`config.mk`:
```
export PLATFORM = sky130hd
export DESIGN_NAME = control_fsm
export DESIGN_NICKNAME = d
export VERILOG_FILES = /design/src/rtl/cpu_ctrl_pkg.sv /design/src/rtl/control_fsm.sv
export SDC_FILE = /design/constraint.sdc
export NUM_CORES = 1
export LEC_CHECK = 0
export ABC_AREA = 0
export CAP_MARGIN = 30
export CELL_PAD_IN_SITES_DETAIL_PLACEMENT = 0
export CELL_PAD_IN_SITES_GLOBAL_PLACEMENT = 1
export CORE_AREA = 2 2 58 60
export DETAILED_ROUTE_END_ITERATION = 12
export DIE_AREA = 0 0 60 62
export MAX_ROUTING_LAYER = met4
export PLACE_DENSITY_LB_ADDON = 0.1
export SLEW_MARGIN = 15
export SYNTH_ARGS = -nofsm -noshare
export SYNTH_HDL_FRONTEND = slang
export SYNTH_SLANG_ARGS = --single-unit
```
`constraint.sdc`:
```
create_clock -name clk -period 1.45 [get_ports clk]
set_input_delay 0.29 -clock clk [delete_from_list [all_inputs] [get_ports clk]]
set_output_delay 0.29 -clock clk [all_outputs]
set_load 0.01 [all_outputs]
```
`src/rtl/cpu_ctrl_pkg.sv`:
```
// Shared encodings for the multicycle control unit: FSM states, major opcodes
// and the select codes the datapath expects on its mux and ALU control inputs.
package cpu_ctrl_pkg;

  typedef enum logic [3:0] {
    FETCH,
    DECODE,
    EXEC_R,
    EXEC_I,
    EXEC_LUI,
    ALU_WB,
    ADDR,
    MEM_RD,
    LOAD_WB,
    MEM_WR,
    BRANCH,
    TRAP
  } state_t;

  localparam logic [6:0] OP_RTYPE  = 7'b0110011;
  localparam logic [6:0] OP_IALU   = 7'b0010011;
  localparam logic [6:0] OP_LOAD   = 7'b0000011;
  localparam logic [6:0] OP_STORE  = 7'b0100011;
  localparam logic [6:0] OP_BRANCH = 7'b1100011;
  localparam logic [6:0] OP_LUI    = 7'b0110111;

  localparam logic [2:0] F3_BEQ = 3'b000;
  localparam logic [2:0] F3_BNE = 3'b001;

  localparam logic [1:0] ALUOP_ADD   = 2'b00;
  localparam logic [1:0] ALUOP_SUB   = 2'b01;
  localparam logic [1:0] ALUOP_FUNCT = 2'b10;
  localparam logic [1:0] ALUOP_PASSB = 2'b11;

  localparam logic [1:0] SRCB_REG  = 2'b00;
  localparam logic [1:0] SRCB_FOUR = 2'b01;
  localparam logic [1:0] SRCB_IMM  = 2'b10;
  localparam logic [1:0] SRCB_BIMM = 2'b11;

  localparam logic [1:0] PCSRC_ALU    = 2'b00;
  localparam logic [1:0] PCSRC_ALUOUT = 2'b01;

  // Dispatch from DECODE; anything outside the supported subset traps.
  function automatic state_t decode_next(input logic [6:0] op);
    state_t nxt;
    case (op)
      OP_RTYPE:          nxt = EXEC_R;
      OP_IALU:           nxt = EXEC_I;
      OP_LOAD, OP_STORE: nxt = ADDR;
      OP_BRANCH:         nxt = BRANCH;
      OP_LUI:            nxt = EXEC_LUI;
      default:           nxt = TRAP;
    endcase
    return nxt;
  endfunction

  function automatic logic is_wait_state(input state_t s);
    return (s == FETCH) || (s == MEM_RD) || (s == MEM_WR);
  endfunction

endpackage

```
`src/rtl/control_fsm.sv`:
```
// Multicycle control unit: sequences the 64-bit datapath strobes from the IR
// opcode/funct3 and ALU zero flag, with memory ready handshakes and a watchdog.
module control_fsm
  import cpu_ctrl_pkg::*;
#(
  parameter int WAIT_MAX = 0,
  parameter int WAIT_W   = 8
) (
  input  logic       clk,
  input  logic       reset,
  input  logic [6:0] opcode,
  input  logic [2:0] funct3,
  input  logic       zero,
  input  logic       imem_ready,
  input  logic       dmem_ready,
  output logic       PCWrite,
  output logic       PCWriteCond,
  output logic [1:0] PCSource,
  output logic       ALUSrcA,
  output logic [1:0] ALUSrcB,
  output logic [1:0] ALUOp,
  output logic       LoadAOut,
  output logic       RegWrite,
  output logic       LoadRegA,
  output logic       LoadRegB,
  output logic       MemToReg,
  output logic       DMemRead,
  output logic       DMemWrite,
  output logic       LoadMDR,
  output logic       IMemRead,
  output logic       IRWrite,
  output logic       retire,
  output logic       trap
);

  localparam logic [WAIT_W-1:0] WaitLimit  = WAIT_W'(WAIT_MAX);
  localparam bit                WatchdogOn = (WAIT_MAX != 0);

  state_t            state_q, state_d;
  logic [WAIT_W-1:0] wait_q, wait_d;
  logic              mem_ready;
  logic              in_wait;
  logic              timeout;
  logic              br_legal;
  logic              br_taken;

  always_comb begin
    mem_ready = (state_q == FETCH) ? imem_ready : dmem_ready;
    in_wait   = is_wait_state(state_q);
    timeout   = WatchdogOn && in_wait && !mem_ready && (wait_q == WaitLimit);
    br_legal  = (funct3 == F3_BEQ) || (funct3 == F3_BNE);
    br_taken  = (funct3 == F3_BEQ) ? zero : ((funct3 == F3_BNE) ? !zero : 1'b0);
  end

  // A ready arriving on the limit cycle is checked first, so it beats the timeout.
  always_comb begin
    state_d = state_q;
    case (state_q)
      FETCH: begin
        if (imem_ready)   state_d = DECODE;
        else if (timeout) state_d = TRAP;
      end
      DECODE:                   state_d = decode_next(opcode);
      EXEC_R, EXEC_I, EXEC_LUI: state_d = ALU_WB;
      ALU_WB, LOAD_WB:          state_d = FETCH;
      ADDR:                     state_d = (opcode == OP_LOAD) ? MEM_RD : MEM_WR;
      MEM_RD: begin
        if (dmem_ready)   state_d = LOAD_WB;
        else if (timeout) state_d = TRAP;
      end
      MEM_WR: begin
        if (dmem_ready)   state_d = FETCH;
        else if (timeout) state_d = TRAP;
      end
      BRANCH:                   state_d = br_legal ? FETCH : TRAP;
      TRAP:                     state_d = TRAP;
      default:                  state_d = FETCH;
    endcase

    wait_d = '0;
    if (WatchdogOn && in_wait && !mem_ready && (state_d == state_q)) begin
      wait_d = wait_q + WAIT_W'(1);
    end
  end

  always_ff @(posedge clk) begin
    if (reset) begin
      state_q <= FETCH;
      wait_q  <= '0;
    end else begin
      state_q <= state_d;
      wait_q  <= wait_d;
    end
  end

  // Reset forces every strobe low in the same cycle so an aborted instruction leaves no side effects.
  always_comb begin
    PCWrite     = 1'b0;
    PCWriteCond = 1'b0;
    PCSource    = PCSRC_ALU;
    ALUSrcA     = 1'b0;
    ALUSrcB     = SRCB_REG;
    ALUOp       = ALUOP_ADD;
    LoadAOut    = 1'b0;
    RegWrite    = 1'b0;
    LoadRegA    = 1'b0;
    LoadRegB    = 1'b0;
    MemToReg    = 1'b0;
    DMemRead    = 1'b0;
    DMemWrite   = 1'b0;
    LoadMDR     = 1'b0;
    IMemRead    = 1'b0;
    IRWrite     = 1'b0;
    retire      = 1'b0;
    trap        = 1'b0;
    if (!reset) begin
      case (state_q)
        FETCH: begin
          IMemRead = 1'b1;
          ALUSrcB  = SRCB_FOUR;
          IRWrite  = imem_ready;
          PCWrite  = imem_ready;
        end
        DECODE: begin
          LoadRegA = 1'b1;
          LoadRegB = 1'b1;
          ALUSrcB  = SRCB_BIMM;
          LoadAOut = 1'b1;
        end
        EXEC_R: begin
          ALUSrcA  = 1'b1;
          ALUOp    = ALUOP_FUNCT;
          LoadAOut = 1'b1;
        end
        EXEC_I: begin
          ALUSrcA  = 1'b1;
          ALUSrcB  = SRCB_IMM;
          ALUOp    = ALUOP_FUNCT;
          LoadAOut = 1'b1;
        end
        EXEC_LUI: begin
          ALUSrcB  = SRCB_IMM;
          ALUOp    = ALUOP_PASSB;
          LoadAOut = 1'b1;
        end
        ALU_WB: begin
          RegWrite = 1'b1;
          retire   = 1'b1;
        end
        ADDR: begin
          ALUSrcA  = 1'b1;
          ALUSrcB  = SRCB_IMM;
          LoadAOut = 1'b1;
        end
        MEM_RD: begin
          DMemRead = 1'b1;
          LoadMDR  = dmem_ready;
        end
        LOAD_WB: begin
          RegWrite = 1'b1;
          MemToReg = 1'b1;
          retire   = 1'b1;
        end
        MEM_WR: begin
          DMemWrite = 1'b1;
          retire    = dmem_ready;
        end
        BRANCH: begin
          ALUSrcA     = 1'b1;
          ALUOp       = ALUOP_SUB;
          PCWriteCond = 1'b1;
          PCSource    = PCSRC_ALUOUT;
          PCWrite     = br_legal && br_taken;
          retire      = br_legal;
        end
        TRAP:    trap = 1'b1;
        default: ;
      endcase
    end
  end

endmodule

```
**After elaboration in Yosys (flattened, before gate mapping)**

Cells that the tools add are included.

- Muxes and demuxes: 43
- Equal/unequal tests: 21
- Reduce and logical (&&, ||, !) cells: 13

Operators with widths:

| operator | count |
|---|---|
| case mux 4 bit (8 select lines) | 1 |
| 2-to-1 mux 1 bit | 29 |
| equality test 7 x 6 -> 1 bit (second input constant) | 3 |
| 2-to-1 mux 4 bit | 5 |
| case mux 4 bit (5 select lines) | 1 |
| equality test 4 x 3 -> 1 bit (second input constant) | 4 |
| equality test 4 bit (second input constant) | 4 |
| case mux 2 bit (3 select lines) | 2 |
| equality test 4 x 2 -> 1 bit (second input constant) | 2 |
| equality test 7 x 2 -> 1 bit (second input constant) | 1 |
| equality test 7 x 5 -> 1 bit (second input constant) | 1 |
| equality test 7 bit (second input constant) | 1 |
| 2-to-1 mux 2 bit | 3 |
| inequality test 2 bit (second input constant) | 3 |
| OR reduction 2 bit | 3 |
| OR reduction 3 bit | 2 |
| OR reduction 5 bit | 1 |
| equality test 4 x 1 -> 1 bit (second input constant) | 1 |
| zero test 4 bit | 1 |
| OR reduction 4 bit | 1 |
| equality test 3 x 1 -> 1 bit (second input constant) | 1 |
| zero test 3 bit | 1 |
| case mux 1 bit (3 select lines) | 1 |
| AND reduction 3 bit | 1 |
| other kinds (4) | 4 |

- Input bits: 15
- Flip-flop bits (word level): 4
- Output and inout bits: 21

**Logic depth before layout (Yosys ltp)**

- Depth after elaboration: 6
- Mapped depth: 6

**Worst setup path after synthesis**

OpenSTA, ideal clock, no wires.

- Path kind: flip-flop to output port
- From: reg state_q[0]
- To: out PCSource[0]
- Cell stages (with the launch flop): 5
- Setup slack: -0.194 ns
- Required time: 1.160 ns
- Arrival time: 1.354 ns
- Path through: dfxtp_1 buf_4 buf_2 nor4_1 buf_4

- Cells in the longest elaborated chain, start to end: 3

Ends and longest elaborated chain:

| item | RTL line | RTL |
|---|---|---|
| start: declaration | control_fsm.sv:39 | `state_t state_q, state_d;` |
| start signal: assignment | control_fsm.sv:91 | `state_q <= state_d;` |
| equality test 4 bit | control_fsm.sv:117 | `case (state_q)` |
| 2-to-1 mux 1 bit | control_fsm.sv:117 |  |
| 2-to-1 mux 2 bit | control_fsm.sv:116 | `if (!reset) begin` |
| end: declaration | control_fsm.sv:18 | `output logic [1:0] PCSource,` |

No other way between the ends.

**Worst setup path after layout**

- From: reg state_q[0]
- To: out retire

- Cells in the longest elaborated chain, start to end: 4

Ends and longest elaborated chain:

| item | RTL line | RTL |
|---|---|---|
| equality test 4 bit or equality test 4 x 3 -> 1 bit (tied branches) | control_fsm.sv:117 |  |
| OR reduction 2 bit (no source line) | -- |  |
| case mux 1 bit (3 select lines) (*) | control_fsm.sv:117 |  |
| 2-to-1 mux 1 bit (*) | control_fsm.sv:116 |  |
| end: declaration | control_fsm.sv:32 | `output logic retire,` |

Mark *: on every way between the ends. The rest lies on a longest branch, timed or not.

==> key figures <==
Global routing
  • Vias in the first global route: 930
  • Gr usage total: 15.4%
  • Met1 Use GR: ~17%
  • Met3 usage: under 10%
  • Initial antenna violation count: 0
  • Largest net degree at the start of global routing: 11
  • GR Layer Usage met2: 27.6%
  • Total grt overflow: 0
  • First-pass GRT wire length: approximately 4100 µm
  • GRT busiest layer: met2

Routing
  • First-pass iteration count of the detailed router: 4
  • Routed vias/inst: ~4.6
  • DRC: 0
  • Vias: just over 1000
  • WL/cell: 12.8 µm
  • Routed WL: 2850 µm
  • Starting DRT DRC Count: 26
  • Routed Antenna Nets: 0

Cells and area
  • Filler cell count: 322
  • Max FFs per register: 4
  • Layout Nets: a little under 200
  • P&R area growth vs syn: 150%
  • Top reg by flops: state_q
  • Post-route cell area: 1680 µm²
  • Layout cells sized above 1: 68.8%
  • ANT cells: 0
  • Non-Filler Instances: around 220
  • Biggest regs: state_q (4)

Critical path
  • Arr. time, crit path: 1.43 ns
  • Worst-path maximum fanout: 7
  • CP max stage delay: ~0.38 ns
  • Worst EP required: 1.16 ns
  • Cell mode on critical path: buf_6
  • Type of origin of the critical path: flip-flop
  • Critical path cell sequence: buf_6, o21a_1, or3_4, nand3_2, buf_6
  • Buf+Inv Stages, Crit Path: 2
  • Delay-heaviest family, CP: simple AND/OR/NAND/NOR gates
  • Worst setup path class: flip-flop to output pin
  • Crit. End Element: output pin
  • Worst path slowest cell: dfxtp_4
  • R2r setup slk: -0.08 ns

Die
  • Starting Density: 21.1%
  • # IOs: 36
  • Die area: 3720 µm²
  • Die Height: a little over 60 µm
  • Rows: 21
  • Total core area: approximately 3200 µm²
  • Chip Width: around 60 µm

Timing
  • Clk_skew: 0.00409 ns
  • Finish-stage setup viols: 23
  • Fmax achieved: 582 MHz
  • RSZ-0062 raised after global routing: true
  • Final number of hold-violating endpoints: 0
  • Final Slew Violations: 0
  • Tcrit/Tclk final: 118%
  • Worst Slack Setup Final: -0.267 ns
  • Fin crit period: 1.72 ns
  • Worst hold slack: between 0.4 and 0.5 ns
  • Setup tns final: -2.85 ns

Placement
  • Placed inst area: 1300 µm²
  • GP Congestion: 0.746
  • PortBufs: 34
  • Placed Cells: 202
  • Final HPWL DP: approximately 2000 µm

Power and ir drop
  • Power per cell area: 1390 nW/µm²
  • Lkg Pwr: 0.722 nW
  • Worst IR Drop VDD: 0.477 mV

Synthesis
  • Synth Instances: slightly below 100
  • Number of library cell types mapped by synthesis: 44
  • Top FF cell, synth: dfxtp_1
  • Syn_nets: 113
  • Post-synth ARST share: 0%
  • #FFs+latches synth: 4
  • Post-synth top area share: 11.9%
  • Post-Syn Area: 672 µm²
  • Sequential area share after synthesis: 11.9%
  • Post-synth EDFFs: 0
  • YS warnings: 0
  • Synth top cells by count: nor3_1, nand2_1, nor2_1, a21oi_1
  • Largest area contributor in the netlist: dfxtp_1
  • Ranking of synthesized cells by area: dfxtp_1, nor3_1, buf_4, nand2_1, nor2_1
  • Count leader, synth: nor3_1
  • Syn_area_per_cell: ~7 µm²

CTS
  • CTS root buf: clkbuf_4
  • CTS sink cnt: 4
  • Cts bufs inserted: 3
  • Worst-path clk slew: 0.04 ns
  • CTS Buffer Depth: 2
  • Clk_lat worst skew: ~0.24 ns
  • CTS tree: built
  • Max H-tree Level: 1

Min path
  • Worst hold path class: input port to flip-flop

Run status
  • Outcome: complete, but fails checks
  • Failing checks: setup timing

Job
  • Max cap viols: 0
-- cell type report --
| type | count | area [µm²] | area share, % |
|---|---|---|---|
| clock buffers | 3 | 22.5 | 1.34 |
| inverters | 5 | 21.3 | 1.27 |
| multi-input cells | 79 | 754 | 45.0 |
| flip-flops and latches | 4 | 95.1 | 5.67 |
| well taps | 46 | 57.6 | 3.43 |
| repair buffers | 85 | 727 | 43.3 |
-- layout by cell type (no fill, tap or decap), drive strengths merged, types with 2 or more instances in the layout --
| cell type | instances |
|---|---|
| a211oi | 3 |
| a21oi | 5 |
| a31oi | 2 |
| and2 | 2 |
| buf | 72 |
| clkbuf | 3 |
| clkdlybuf4s50 | 11 |
| dfxtp | 4 |
| inv | 5 |
| nand2 | 7 |
| nand2b | 3 |
| nand3 | 3 |
| nor2 | 7 |
| nor2b | 3 |
| nor3 | 10 |
| nor4 | 4 |
| o21ai | 5 |
| o21bai | 2 |
| o31ai | 2 |
| or2b | 2 |
-- worst reg2reg max path, delay by kind of cell, from the launching register on --
| kind | cells | cell delay [ns] |
|---|---|---|
| AO/OA/AOI/OAI | 2 | 0.41 |
| buffers and inverters | 2 | 0.26 |
| flip-flops | 1 | 0.35 |
| AND/OR/NAND/NOR | 2 | 0.39 |
-- kinds of logic (layout without fill, tap and decap cells) --
family	after synthesis	after routing	share of synthesized area [%]
simple gates	49	49	43.6
other cells	1	1	0.558
xor+xnor	1	1	1.30
flops	4	4	11.9
compound gates	27	27	28.9
fa+ha+maj	1	1	1.49
buf+inv	15	93	12.3
-- routing by layer --
layer  vias to the layer above  wire length, µm
met5                         -                0
met4                         0               17
met3                         2              120
met2                        28             1570
met1                       489             1150
li1                        513                -
-- power by group --
group	switching, W	internal (W)	total [W]	leakage (nW)
combinational	0.000818	0.00110	0.00191	0.673
clock	0.0000455	0.0000926	0.000138	0.0138
sequential	0.000110	0.000171	0.000281	0.0356
total	0.000973	0.00136	0.00233	0.722
-- final timing paths --
path              depth (start not counted)                 endpoint               startpoint
setup / recovery                          5                   retire  state_q[0]$_SDFFE_PP0P_
hold / removal                            4  state_q[1]$_SDFFE_PP0P_                    reset
setup reg to reg                          6  state_q[0]$_SDFFE_PP0P_  state_q[2]$_SDFFE_PP0P_
hold reg to reg                           3  state_q[2]$_SDFFE_PP0P_  state_q[3]$_SDFFE_PP0P_
-- stage by stage --
step                      power, W  worst slack [ns]  utilization [%]
final                      0.00233            -0.267             52.8
after global routing       0.00250            -0.325             52.8
after CTS                  0.00192            -0.256             46.3
after detailed placement   0.00161            -0.783             41.0
after global placement     0.00160            -0.773             41.0
after floorplan           0.000907           -0.0485                -
-- repair_timing --
action	in CTS	in global routing
buffers inserted	7	12
pin swaps	6	15
setup endpoints to repair	24	24
resized for setup	120	43
hold buffers	0	0
(Power assumes the default switching activity.)
